$ cat config.mk
export PLATFORM = sky130hd
export DESIGN_NAME = conv_encoder
export DESIGN_NICKNAME = d
export VERILOG_FILES = /design/src/rtl/viterbi_pkg.sv /design/src/rtl/enc_branch.sv /design/src/rtl/conv_encoder.sv
export SDC_FILE = /design/constraint.sdc
export NUM_CORES = 1
export LEC_CHECK = 0
export ABC_AREA = 1
export BUFFER_PORTS_ARGS = -buffer_cell sky130_fd_sc_hd__buf_2
export CELL_PAD_IN_SITES_DETAIL_PLACEMENT = 0
export CELL_PAD_IN_SITES_GLOBAL_PLACEMENT = 1
export CORE_MARGIN = 8
export CORE_UTILIZATION = 42
export CTS_BUF_LIST = sky130_fd_sc_hd__clkbuf_8
export CTS_CLUSTER_DIAMETER = 100
export DETAILED_ROUTE_END_ITERATION = 7
export GPL_TIMING_DRIVEN = 1
export PLACE_DENSITY_LB_ADDON = 0.1
export SYNTH_ARGS = -nofsm -noshare
export SYNTH_HDL_FRONTEND = slang
export SYNTH_SLANG_ARGS = --single-unit
$ cat constraint.sdc
create_clock -name clk -period 1.6 [get_ports clk]
set_input_delay 0.16 -clock clk [delete_from_list [all_inputs] [get_ports clk]]
set_output_delay 0.16 -clock clk [all_outputs]
set_load 0.02 [all_outputs]
$ cat src/rtl/viterbi_pkg.sv
// Shared definitions for the K=3, rate-1/2 convolutional code (generators 7, 5 octal).
// Used by both conv_encoder and the Viterbi decoder so the two always agree on the
// generator taps, the symbol packing order and the encoder FSM encoding.
package viterbi_pkg;

   localparam int unsigned K = 3;

   // Generator taps, MSB applies to the current bit, LSB to the oldest state bit.
   localparam logic [K-1:0] G0 = 3'b111;
   localparam logic [K-1:0] G1 = 3'b101;

   typedef enum logic [1:0] {
      S_DATA,
      S_TAIL1,
      S_TAIL2
   } enc_state_e;

   // Symbol packing order on the wire: {g0, g1}.
   function automatic logic [1:0] pack_sym(input logic g0, input logic g1);
      return {g0, g1};
   endfunction

endpackage

$ cat src/rtl/enc_branch.sv
// One trellis branch of the K=3 encoder: given the input bit and the current state
// {s1, s0}, produce the coded symbol and the next state. Purely combinational.
// Ports:
//   b          - information bit
//   s1, s0     - current trellis state (s1 = previous bit, s0 = the bit before it)
//   sym        - coded symbol, packed {g0, g1}
//   next_state - trellis state after this bit, {b, s1}
module enc_branch
   import viterbi_pkg::*;
(
   input  logic       b,
   input  logic       s1,
   input  logic       s0,
   output logic [1:0] sym,
   output logic [1:0] next_state
);

   logic [K-1:0] window;

   always_comb begin
      window     = {b, s1, s0};
      sym        = pack_sym(^(window & G0), ^(window & G1));
      next_state = {b, s1};
   end

endmodule

$ cat src/rtl/conv_encoder.sv
// Streaming K=3 rate-1/2 convolutional encoder with zero-tail termination.
// Each frame of N information bits yields N+2 symbols; the last symbol carries out_last.
// Ports:
//   clk, rst_n           - clock, asynchronous active-low reset
//   in_valid/in_ready    - input handshake; in_bit is the data, in_last ends a frame
//   out_valid/out_ready  - output handshake; out_sym = {g0, g1}, out_last on 2nd tail symbol
//   frame_cnt            - number of completed frames, wraps modulo 2^CNT_W
module conv_encoder
   import viterbi_pkg::*;
#(
   parameter int unsigned CNT_W = 16
) (
   input  logic             clk,
   input  logic             rst_n,
   input  logic             in_valid,
   output logic             in_ready,
   input  logic             in_bit,
   input  logic             in_last,
   output logic             out_valid,
   input  logic             out_ready,
   output logic [1:0]       out_sym,
   output logic             out_last,
   output logic [CNT_W-1:0] frame_cnt
);

   enc_state_e       state_q;
   logic [1:0]       trellis_q;
   logic             out_valid_q;
   logic [1:0]       out_sym_q;
   logic             out_last_q;
   logic [CNT_W-1:0] frame_cnt_q;

   logic             slot_free;
   logic             branch_b;
   logic [1:0]       branch_sym;
   logic [1:0]       branch_next;

   // The output register can take a new symbol when empty or being drained this cycle.
   assign slot_free = !out_valid_q || out_ready;
   assign in_ready  = (state_q == S_DATA) && slot_free;

   // Tail states flush the trellis with zeros.
   assign branch_b = (state_q == S_DATA) ? in_bit : 1'b0;

   enc_branch u_branch (
      .b          (branch_b),
      .s1         (trellis_q[1]),
      .s0         (trellis_q[0]),
      .sym        (branch_sym),
      .next_state (branch_next)
   );

   always_ff @(posedge clk or negedge rst_n) begin
      if (!rst_n) begin
         state_q     <= S_DATA;
         trellis_q   <= 2'b00;
         out_valid_q <= 1'b0;
         out_sym_q   <= 2'b00;
         out_last_q  <= 1'b0;
         frame_cnt_q <= '0;
      end else if (slot_free) begin
         // Under backpressure nothing changes, so all updates sit behind slot_free.
         unique case (state_q)
            S_DATA: begin
               if (in_valid) begin
                  out_sym_q   <= branch_sym;
                  out_valid_q <= 1'b1;
                  out_last_q  <= 1'b0;
                  trellis_q   <= branch_next;
                  if (in_last) state_q <= S_TAIL1;
               end else begin
                  out_valid_q <= 1'b0;
               end
            end
            S_TAIL1: begin
               out_sym_q   <= branch_sym;
               out_valid_q <= 1'b1;
               out_last_q  <= 1'b0;
               trellis_q   <= branch_next;
               state_q     <= S_TAIL2;
            end
            S_TAIL2: begin
               out_sym_q   <= branch_sym;
               out_valid_q <= 1'b1;
               out_last_q  <= 1'b1;
               trellis_q   <= 2'b00;
               frame_cnt_q <= frame_cnt_q + CNT_W'(1);
               state_q     <= S_DATA;
            end
            default: begin
               out_valid_q <= 1'b0;
               state_q     <= S_DATA;
            end
         endcase
      end
   end

   assign out_valid = out_valid_q;
   assign out_sym   = out_sym_q;
   assign out_last  = out_last_q;
   assign frame_cnt = frame_cnt_q;

endmodule
==> out/metrics.cfg, run 1 <==
[pwr]
combPwrFrac_pct = 40.2
internal-power_uw = 1450
sw_frac_of_total_pct = 39.2
irDropWorstVdd_mv = 0.936
power.share.clock_pct = 21.9
totalPowerFinal_uw = 2390
leakagePower_uw = 0.000822
powerDensity_nw_per_um2 = 1550
total_switching_power_uw = 938
fraction_of_power_consumed_by_sequential_logic_pct = 37.9

[floorplanning]
floorplan.io_pins = 27
rows = 20
floorplan.die_area_um2 = 5090
die_w_um = 71.4
die_h_um = 71.4
core_footprint_um2 = 2980
initial_util_pct = 43.2

[grt]
wire_length_of_the_first_global_routing_pass_um = 4390
largest_net_degree_at_the_start_of_global_routing = 25
use_met2_pct = 15.2
globalRouteTotalUtil_pct = 10.6
grt_util_met1_pct = 14.3
global_route.usage.met3_pct = 2.65
grt_pass1_vias = 970
grt_antenna_before_repair = 0
top_usage_layer = met2
overflow = 0

[yosys]
synthDominantCellAreaShare_pct = 46.6
synth_seq_cells = 24
dominantRegCellSynth = dfrtp_1
ys_seq_area_share_pct = 46.6
post_synth_num_cell_types = 24
syn-mean-instance-area_um2 = 8.88
synth_enable_flop_cells = 0
synthTopCellsByArea = dfrtp_1, nand2_1, inv_1
yosys.area.top_type = dfrtp_1
post_syn_nets = 157
dominant_cell_by_count_in_the_synthesized_netlist = nand2_1
post_synth_inst_count = 145
mappedNetlistArea_um2 = 1290
synth.top_cells.by_count = nand2_1, dfrtp_1, inv_1
synth_async_sr_flop_share_pct = 100
yosys_warnings = 0

[sta]
rsz0062_at_grt = false
achievable-frequency_mhz = 676
report.final.hold_viol_count = 0
skew_final_ns = 0.00255
final_max_slew_viol_count = 0
worst_slew_margin_rel_pct = 63.9
timing_worst_slew_pin_value_ns = 0.541
layout_worst_path_cycle_share_pct = 92.4
setup_violations = 0
layout_min_cycle_time_ns = 1.48
total_negative_setup_slack_ns = 0

[cts]
tritoncts.num_buffers = 3
cts_tree = built
h-tree-depth = 1
cts.reportedPaths.clkPinSlew_ns = 0.08
clockRootBuffer = clkbuf_8
clock_latency_ns = 0.26
cts.sink_count = 24
cts_max_path_buffers = 2

[setup_path]
reg2reg_setup_slack_ns = 0.17
criticalPathCategory = reg -> out
cp.arrival_ns = 1.32
end_kind = primary output
critical_path.max_fanout = 4
critical_path.startpoint_type = register
data_required_time_of_the_worst_path_ns = 1.44

[routing]
wire_length_per_cell_after_detailed_routing_um = 12.0
detail-route-antenna-nets = 0
drc = 0
drt-total-wl_um = 2520
ratio_of_routed_vias_to_standard_cells = 4.75
vias = 993
drtPass1Iterations = 4
first_iter_violations = 28

[cells_and_area]
footprint_of_the_multi_input_gates_um2 = 603
final_layout_size_suffix_gt1_share_pct = 26.7
flow.area_growth_from_synthesis_pct = 19.8
finish.cell_count_without_fillers = 209
insertedDiodeCount = 0
fin_nets = 189
postLayoutCellArea_um2 = 1540
filler_cell_count = 282
register_area_um2 = 601

[min_path]
worst_hold_path_type = in -> reg

[placement]
port-buffer-count = 26
dpl-instance-area_um2 = 1460
place_hpwl_um = 1990
placedCellCount = 204
globalplace.congestion = 0.762

[outcome]
run_status = finished clean

[job]
max-cap-violations = 0

## per-stage QoR
stage	setup WS (ns)	hold slack, ns	utilization, %
after floorplan	0.266	-0.136	-
after CTS	0.0435	0.194	51.7
final	0.121	0.200	51.8
after detailed placement	0.140	0.185	49.0
after global placement	0.191	0.174	49.0
after global routing	0.0198	0.191	51.8
## power by group through the flow
stage | clock (µW) | sequential (µW) | combinational, µW
floorplan | 0 | 1020 | 588
global placement | 0 | 909 | 962
detailed placement | 0 | 919 | 972
CTS | 547 | 907 | 980
global route | 564 | 936 | 1080
finish | 523 | 905 | 961
## path summary, 6_finish.rpt
check,start,to,cells past startpoint
min in group asynchronous,rst_n,trellis_q[0],2
max reg2reg,state_q[0],frame_cnt[5],7
min,in_valid,out_valid,3
max,state_q[0],in_ready,5
max in group asynchronous,rst_n,frame_cnt[11],2
min reg2reg,out_sym[1],out_sym[1],2
## routing by layer
metal,wire length (µm),vias up
met4,47,0
met2,1050,21
met1,1290,456
li1,-,512
met5,0,-
met3,132,4
## state kept, by name (all words and copies together), names as in the netlist
signal / flops
frame_cnt: 16
out_sym: 2
state_q: 2
trellis_q: 2
out_last: 1
out_valid: 1
## cells by family (layout without fill, tap and decap cells)
family	count (synthesis)	count (layout)	synth area share [%]
compound gates	12	12	5.15
xor+xnor	12	12	8.16
fa+ha+maj	6	6	5.83
buf+inv	23	54	6.71
flops	24	24	46.6
mux	1	1	0.875
simple gates	67	67	26.6
## cell type report
class                      count  area share, %
tap                           33           2.68
multi-input combinational     98           39.1
clock inverter                 1           1.95
sequential                    24           38.9
timing repair buffer          27           9.08
clock buffer                   3           2.68
inverter                      23           5.60
## worst max-delay path: stages, from the launching register on
cell and delay [ns]:
dfrtp_1 0.41, inv_2 0.09, ha_2 0.19, inv_1 0.07, a21oi_1 0.11, buf_2 0.18
## cell usage in the layout (no fill, tap or decap), drive strengths merged
| cell | Yosys | routed |
|---|---|---|
| o211ai | 1 | 1 |
| mux2 | 1 | 1 |
| a21oi | 4 | 4 |
| bufinv | 0 | 1 |
| clkbuf | 0 | 3 |
| dfrtp | 24 | 24 |
| xor2 | 7 | 7 |
| o21ai | 5 | 5 |
| nor2 | 11 | 11 |
| dlygate4sd3 | 0 | 1 |
| inv | 23 | 23 |
| o21a | 1 | 1 |
| nand3b | 1 | 1 |
| xnor2 | 5 | 5 |
| nand3 | 9 | 9 |
| ha | 6 | 6 |
| nand4 | 3 | 3 |
| o22ai | 1 | 1 |
| buf | 0 | 26 |
| nor3 | 2 | 2 |
| nand2 | 41 | 41 |
## timing repair
item,4_1_cts,5_1_grt
hold buffers,1,0
gates resized for setup,0,3
endpoints found under the setup margin,0,2
buffers inserted,0,0
endpoints found under the hold margin,24,0
Note: power is estimated with default switching activity, not from simulation.
==> inputs of run 2 (changes only) <==
--- a/config.mk
+++ b/config.mk
@@ -5,15 +5,14 @@
 export SDC_FILE = /design/constraint.sdc
 export NUM_CORES = 1
 export LEC_CHECK = 0
-export ABC_AREA = 1
-export BUFFER_PORTS_ARGS = -buffer_cell sky130_fd_sc_hd__buf_2
 export CELL_PAD_IN_SITES_DETAIL_PLACEMENT = 0
 export CELL_PAD_IN_SITES_GLOBAL_PLACEMENT = 1
 export CORE_MARGIN = 8
-export CORE_UTILIZATION = 42
+export CORE_UTILIZATION = 50
 export CTS_BUF_LIST = sky130_fd_sc_hd__clkbuf_8
 export CTS_CLUSTER_DIAMETER = 100
 export DETAILED_ROUTE_END_ITERATION = 7
+export DONT_BUFFER_PORTS = 1
 export GPL_TIMING_DRIVEN = 1
 export PLACE_DENSITY_LB_ADDON = 0.1
 export SYNTH_ARGS = -nofsm -noshare
==> out/metrics.cfg, run 2 <==
[setup_path]
critical_path.n_buffers_inverters = 3  ; unchanged
crit_path_cell_trace = inv_2 > buf_4 > ha_1 > buf_4 > and2_2  ; was inv_2 > ha_2 > inv_1 > a21oi_1 > buf_2
critical_path.max_stage_delay_ns = 0.37  ; was 0.41 ns
criticalPathCategory = reg -> out  ; unchanged
rr_endpoint = out_sym[1]  ; was frame_cnt[5]
count_of_cell_instances_traversed_by_the_critical_path = 5  ; unchanged
end_kind = primary output  ; unchanged
reg2reg_setup_slack_ns = 0.07  ; was 0.17 ns
critical_path.slowest_cell = dfrtp_1  ; unchanged
ff2ff_path_depth = 6  ; was 7
worst_path_most_repeated_cell = buf_4
crit-reg2reg-launch = state_q[0]  ; unchanged
cp.arrival_ns = 1.40  ; was 1.32 ns
critical-path-top-delay-family = flip-flops  ; unchanged
data_required_time_of_the_worst_path_ns = 1.44  ; about the same
critical_path.startpoint_type = register  ; unchanged
crit_path_start = state_q[0]  ; unchanged
end_point_of_the_critical_path = in_ready  ; unchanged
critical_path.max_fanout = 3  ; was 4

[floorplanning]
die_w_um = 64.2  ; was 71.4 µm
floorplan.io_pins = 27  ; unchanged
initial_util_pct = 52.4  ; was 43.2%
rows = 17  ; was 20
core_footprint_um2 = 2210  ; was 2980 µm²
floorplan.die_area_um2 = 4120  ; was 5090 µm²
die_h_um = 64.2  ; was 71.4 µm

[cts]
clockRootBuffer = clkbuf_8  ; unchanged
cts_tree = built  ; unchanged
tritoncts.num_buffers = 3  ; unchanged
cts_max_path_buffers = 2  ; unchanged
clock_latency_ns = 0.28  ; was 0.26 ns
cts.sink_count = 24  ; unchanged
h-tree-depth = 1  ; unchanged
cts.reportedPaths.clkPinSlew_ns = 0.09  ; was 0.08 ns

[cells_and_area]
flow.area_growth_from_synthesis_pct = 28.6  ; was 19.8%
most_common_library_cell_in_the_layout_ignoring_fill_and_taps = dfrtp_1  ; was nand2_1
final_layout_size_suffix_gt1_share_pct = 36.8  ; was 26.7%
largest_register_ff_count = 16  ; unchanged
final_util_pct = 67.4  ; was 51.8%
filler_cell_count = 188  ; was 282
fin_nets = 138  ; was 189
insertedDiodeCount = 0  ; unchanged
finish.cell_count_without_fillers = 153  ; was 209
layout.cells.most_common_list = dfrtp_1, buf_4, xnor2_1  ; was nand2_1, buf_2, dfrtp_1

[grt]
grt_antenna_before_repair = 0  ; unchanged
grt_pass1_vias = 890  ; was 970
wire_length_of_the_first_global_routing_pass_um = 4220  ; was 4390 µm
globalRouteTotalUtil_pct = 12.8  ; was 10.6%
largest_net_degree_at_the_start_of_global_routing = 25  ; unchanged
overflow = 0  ; unchanged

[placement]
port-buffer-count = 0  ; was 26
placedCellCount = 144  ; was 204
globalplace.congestion = 0.746  ; was 0.762
place_hpwl_um = 1790  ; was 1990 µm

[yosys]
ys_seq_area_share_pct = 51.8  ; was 46.6%
synth_async_sr_flop_share_pct = 100  ; unchanged
post_synth_num_cell_types = 25  ; was 24
syn-mean-instance-area_um2 = 11.8  ; was 8.88 µm²
dominantRegCellSynth = dfrtp_1  ; unchanged
synth_area_in_compound_gates_pct = 4.85  ; was 5.15%
yosys_warnings = 0  ; unchanged
yosys.area.top_type = dfrtp_1  ; unchanged
synth_seq_cells = 24  ; unchanged
dominant_cell_by_count_in_the_synthesized_netlist = dfrtp_1  ; was nand2_1
synthDominantCellAreaShare_pct = 51.8  ; was 46.6%
muxShareOfSynthArea_pct = 5.72  ; was 0.875%
synthTopCellsByArea = dfrtp_1, xnor2_1, ha_1  ; was dfrtp_1, nand2_1, inv_1
post_synth_inst_count = 98  ; was 145
combinational_family_with_the_most_area_after_synthesis = simple AND/OR/NAND/NOR gates  ; unchanged
synth_enable_flop_cells = 0  ; unchanged
post_syn_nets = 110  ; was 157
synth_simple_gate_area_share_pct = 16.7  ; was 26.6%
yosys.area_share.xor_xnor_pct = 12.8  ; was 8.16%
mappedNetlistArea_um2 = 1160  ; was 1290 µm²
synth_fa_ha_area_share_pct = 6.47  ; was 5.83%
synth.top_cells.by_count = dfrtp_1, xnor2_1, nand2_1  ; was nand2_1, dfrtp_1, inv_1

[routing]
met2RoutedLength_um = 1110  ; was 1050 µm
routed-wl-met3_um = 193  ; was 132 µm
first_iter_violations = 37  ; was 28
ratio_of_routed_vias_to_standard_cells = 5.18  ; was 4.75
detail-route-antenna-nets = 0  ; unchanged
drc = 0  ; unchanged
vias = 792  ; was 993
drt-total-wl_um = 2390  ; was 2520 µm
drtPass1Iterations = 4  ; unchanged
highest_layer = met4  ; unchanged
route.layer.met1.wl_um = 1050  ; was 1290 µm
wire_length_per_cell_after_detailed_routing_um = 15.6  ; was 12.0 µm

[sta]
layout_worst_path_cycle_share_pct = 97.2  ; was 92.4%
skew_final_ns = 0.00292  ; was 0.00255 ns
final_max_slew_viol_count = 0  ; unchanged
report.final.hold_viol_count = 0  ; unchanged
rsz0062_at_grt = true  ; was false
setup_violations = 0  ; unchanged
layout_min_cycle_time_ns = 1.56  ; was 1.48 ns
timing_worst_slew_pin_value_ns = 1.07  ; was 0.541 ns
total_negative_setup_slack_ns = 0  ; unchanged
achievable-frequency_mhz = 643  ; was 676 MHz
worst_slew_margin_rel_pct = 28.5  ; was 63.9%

[pwr]
leakagePower_uw = 0.000717  ; was 0.000822 µW
powerDensity_nw_per_um2 = 1760  ; was 1550 nW/µm²
totalPowerFinal_uw = 2620  ; was 2390 µW
irDropWorstVdd_mv = 1.25  ; was 0.936 mV

[outcome]
run_status = finished clean  ; unchanged

[min_path]
worst_hold_path_type = in -> reg  ; unchanged

[job]
max-cap-violations = 0  ; unchanged

## run 2: cell count changes after synthesis, moves of 3 or more
| cell | previous run | this run |
|---|---|---|
| nand2_2 | 4 | 1 |
| nand2_1 | 36 | 8 |
| xnor2_1 | 5 | 12 |
| inv_1 | 22 | 5 |
| and3_1 | 0 | 4 |
| nor2_1 | 8 | 3 |
| mux2_2 | 1 | 5 |
| and2_1 | 0 | 3 |
| nor2_4 | 3 | 0 |
| nand3_1 | 7 | 4 |
## run 2: worst min-delay path by stage
stage,end,start,cells past startpoint
6_report,trellis_q[1],in_bit,2
5_1_grt,trellis_q[1],in_bit,2
4_1_cts,trellis_q[1],in_bit,2
3_5_place_dp,frame_cnt[0],rst_n,0
3_3_place_gp,frame_cnt[0],rst_n,0
2_1_floorplan,frame_cnt[0],rst_n,0
## run 2: metal layers
metal	up-vias	track usage (%)
met2	20	20.6
met4	0	5.99
met1	381	14.3
met5	-	0
li1	386	-
met3	5	5.57
## run 2: kinds of logic (layout without fill, tap and decap cells)
family,after synthesis,after routing
XOR/XNOR,17,17
multiplexers,6,6
flip-flops,24,24
buffers and inverters,5,32
adder cells (fa/ha/maj),6,6
AND/OR/NAND/NOR,31,31
AO/OA/AOI/OAI,9,9
## run 2: worst register-to-register path, stage by stage, from the launching register on
cell and delay (ns):
dfrtp_1 0.37, inv_2 0.05, buf_4 0.13, ha_2 0.31, mux2i_1 0.08, nor2_2 0.14, mux2_2 0.35
## run 2: what timing repair did
item	CTS	global route
hold buffers	1	0
setup endpoints to repair	1	13
endpoints found under the hold margin	24	0
buffers inserted	1	3
resized for setup	0	12
pin swaps	1	3
## run 2: report_power, final
part           leakage [µW]  total (µW)  internal, µW  switching [µW]
combinational      0.000374        1140           553             591
sequential         0.000308         937           766             171
clock             0.0000357         543           335             208
## run 2: cell type report
cell class	instances	area, µm²	share of cell area [%]
Tap cell	28	35.0	2.35
Sequential cell	24	602	40.4
Clock inverter	1	30.0	2.01
Clock buffer	3	41.3	2.77
Inverter	5	18.8	1.26
Multi-Input combinational cell	69	589	39.5
Timing Repair Buffer	23	175	11.7
## run 2: stage by stage
| stage | hold WS (ns) | setup WS, ns | cell area, µm² |
|---|---|---|---|
| finish | 0.0517 | 0.0443 | 1490 |
| global route | 0.0489 | -0.0310 | 1490 |
| CTS | 0.0690 | 0.0297 | 1420 |
| detailed placement | -0.135 | -0.00921 | 1330 |
| global placement | -0.135 | 0.00783 | 1330 |
| floorplan | -0.136 | 0.0103 | 1160 |
==> inputs of run 3 (changes only) <==
--- a/config.mk
+++ b/config.mk
@@ -14,7 +14,8 @@
 export DETAILED_ROUTE_END_ITERATION = 7
 export DONT_BUFFER_PORTS = 1
 export GPL_TIMING_DRIVEN = 1
-export PLACE_DENSITY_LB_ADDON = 0.1
+export PLACE_DENSITY_LB_ADDON = 0.15
+export SKIP_LAST_GASP = 1
 export SYNTH_ARGS = -nofsm -noshare
 export SYNTH_HDL_FRONTEND = slang
 export SYNTH_SLANG_ARGS = --single-unit
==> out/metrics.cfg, run 3 (synthesis results as in run 2) <==
[sta]
achievable-frequency_mhz = 637  ; was 643 MHz
total_negative_setup_slack_ns = 0  ; unchanged
report.final.hold_viol_count = 0  ; unchanged
rsz0062_at_grt = true  ; unchanged
final_max_slew_viol_count = 0  ; unchanged
layout_worst_path_cycle_share_pct = 98.1  ; was 97.2%
skew_final_ns = 0.00274  ; was 0.00292 ns
fin_ws_ns = 0.0307  ; was 0.0443 ns
worst_slew_margin_rel_pct = 80.3  ; was 28.5%
layout_min_cycle_time_ns = 1.57  ; was 1.56 ns
worst_hold_slack_ns = 0.113  ; was 0.0517 ns
timing_worst_slew_pin_value_ns = 0.291  ; was 1.07 ns
setup_violations = 0  ; unchanged

[pwr]
fraction_of_power_consumed_by_sequential_logic_pct = 36.8  ; was 35.7%
internal-power_uw = 1590  ; was 1650 µW
powerDensity_nw_per_um2 = 1730  ; was 1760 nW/µm²
combPwrFrac_pct = 42.3  ; was 43.6%
irDropWorstVdd_mv = 1.20  ; was 1.25 mV
sw_frac_of_total_pct = 36.5  ; was 37.0%
power.share.clock_pct = 20.9  ; was 20.7%
leakagePower_uw = 0.000698  ; was 0.000717 µW
total_switching_power_uw = 917  ; was 971 µW

[routing]
drtPass1Iterations = 4  ; unchanged
ratio_of_routed_vias_to_standard_cells = 5.25  ; was 5.18
drc = 0  ; unchanged
drt-total-wl_um = 2270  ; was 2390 µm
first_iter_violations = 34  ; was 37
vias = 777  ; was 792
wire_length_per_cell_after_detailed_routing_um = 15.4  ; was 15.6 µm
detail-route-antenna-nets = 0  ; unchanged

[cells_and_area]
layout.cells.most_common_list = dfrtp_1, buf_4, xnor2_1  ; unchanged
largest_register_ff_count = 16  ; unchanged
fin_nets = 133  ; was 138
final_layout_size_suffix_gt1_share_pct = 30.0  ; was 36.8%
insertedDiodeCount = 0  ; unchanged
most_common_library_cell_in_the_layout_ignoring_fill_and_taps = dfrtp_1  ; unchanged
final_util_pct = 65.4  ; was 67.4%
filler_cell_count = 189  ; was 188
register_area_um2 = 601  ; was 602 µm²
flow.area_growth_from_synthesis_pct = 24.8  ; was 28.6%
footprint_of_the_multi_input_gates_um2 = 572  ; was 589 µm²
finish.cell_count_without_fillers = 148  ; was 153

[cts]
clockRootBuffer = clkbuf_8  ; unchanged
cts_tree = built  ; unchanged
h-tree-depth = 1  ; unchanged
tritoncts.num_buffers = 3  ; unchanged
cts.reportedPaths.clkPinSlew_ns = 0.09  ; about the same
clock_latency_ns = 0.26  ; was 0.28 ns
cts_max_path_buffers = 2  ; unchanged
cts.sink_count = 24  ; unchanged

[placement]
place_hpwl_um = 1720  ; was 1790 µm
port-buffer-count = 0  ; unchanged
placement.setup.worst_slack_ns = -0.00234  ; was -0.00921 ns
globalplace.congestion = 0.769  ; was 0.746
placedCellCount = 141  ; was 144

[floorplanning]
floorplan.die_area_um2 = 4120  ; unchanged
die_w_um = 64.2  ; unchanged
floorplan.io_pins = 27  ; unchanged
core_footprint_um2 = 2210  ; unchanged
initial_util_pct = 52.4  ; unchanged
die_h_um = 64.2  ; unchanged
rows = 17  ; unchanged

[setup_path]
critical_path.startpoint_type = register  ; unchanged
criticalPathCategory = reg -> reg  ; was reg -> out
data_required_time_of_the_worst_path_ns = 1.75  ; was 1.44 ns
end_kind = register  ; was primary output
critical_path.max_fanout = 6  ; was 3
cp.arrival_ns = 1.72  ; was 1.40 ns

[grt]
wire_length_of_the_first_global_routing_pass_um = 4000  ; was 4220 µm
globalRouteTotalUtil_pct = 11.8  ; was 12.8%
grt_antenna_before_repair = 0  ; unchanged
grt_pass1_vias = 845  ; was 890
largest_net_degree_at_the_start_of_global_routing = 25  ; unchanged
overflow = 0  ; unchanged

[min_path]
worst_hold_path_type = in -> reg  ; unchanged

[outcome]
run_status = finished clean  ; unchanged

[job]
max-cap-violations = 0  ; unchanged

-- run 3: cell count changes in the layout (fill, tap and decap cells not counted), sizes merged --
cell,before,now
buf,22,17
-- run 3: repair_timing --
item / CTS / global route
pin swaps: 1 / 2
gates resized for setup: 0 / 6
hold buffers: 2 / 0
hold endpoints to repair: 24 / 0
endpoints found under the setup margin: 2 / 13
buffers inserted: 0 / 1
-- run 3: final cells by class --
| class | instances | share of cell area, % |
|---|---|---|
| sequential | 24 | 41.5 |
| clock buffer | 3 | 2.85 |
| inverter | 5 | 1.30 |
| timing repair buffer | 18 | 10.4 |
| tap | 28 | 2.42 |
| clock inverter | 1 | 2.07 |
| multi-input combinational | 69 | 39.5 |
-- run 3: per-layer routing --
metal | part of all wire [%] | global-route usage [%]
met2 | 46 | 18.6
met3 | 7.6 | 4.01
met1 | 46 | 14.7
met5 | 0 | 0
met4 | 0.62 | 4.09
-- run 3: worst max-delay path, cell delays in order (launching register included) --
cell	delay, ns
dfrtp_1	0.40
inv_2	0.08
ha_2	0.20
nand2_4	0.07
nor4b_4	0.27
buf_4	0.18
nand4_1	0.11
xnor2_1	0.15
-- run 3: metrics by stage --
stage	cell area (µm²)	power [µW]
global placement	1310	1900
global route	1450	2680
finish	1450	2510
floorplan	1160	1590
CTS	1410	2480
detailed placement	1310	1930
-- run 3: worst paths after layout --
check	start	end	slack, ns	cells past startpoint
hold / removal	in_valid	out_valid	0.11	2
setup / recovery	state_q[0]	frame_cnt[15]	0.03	7
setup reg to reg	state_q[0]	frame_cnt[15]	0.03	7
min in group asynchronous	rst_n	frame_cnt[0]	0.32	2
max in group asynchronous	rst_n	frame_cnt[2]	1.14	2
hold reg to reg	frame_cnt[0]	frame_cnt[0]	0.53	1
-- run 3: power groups by stage --
stage	combinational, µW	sequential [µW]	clock (µW)
2_1_floorplan	544	1040	0
3_3_place_gp	972	929	0
3_5_place_dp	993	934	0
4_1_cts	1020	921	537
5_1_grt	1180	945	559
6_report	1060	925	525
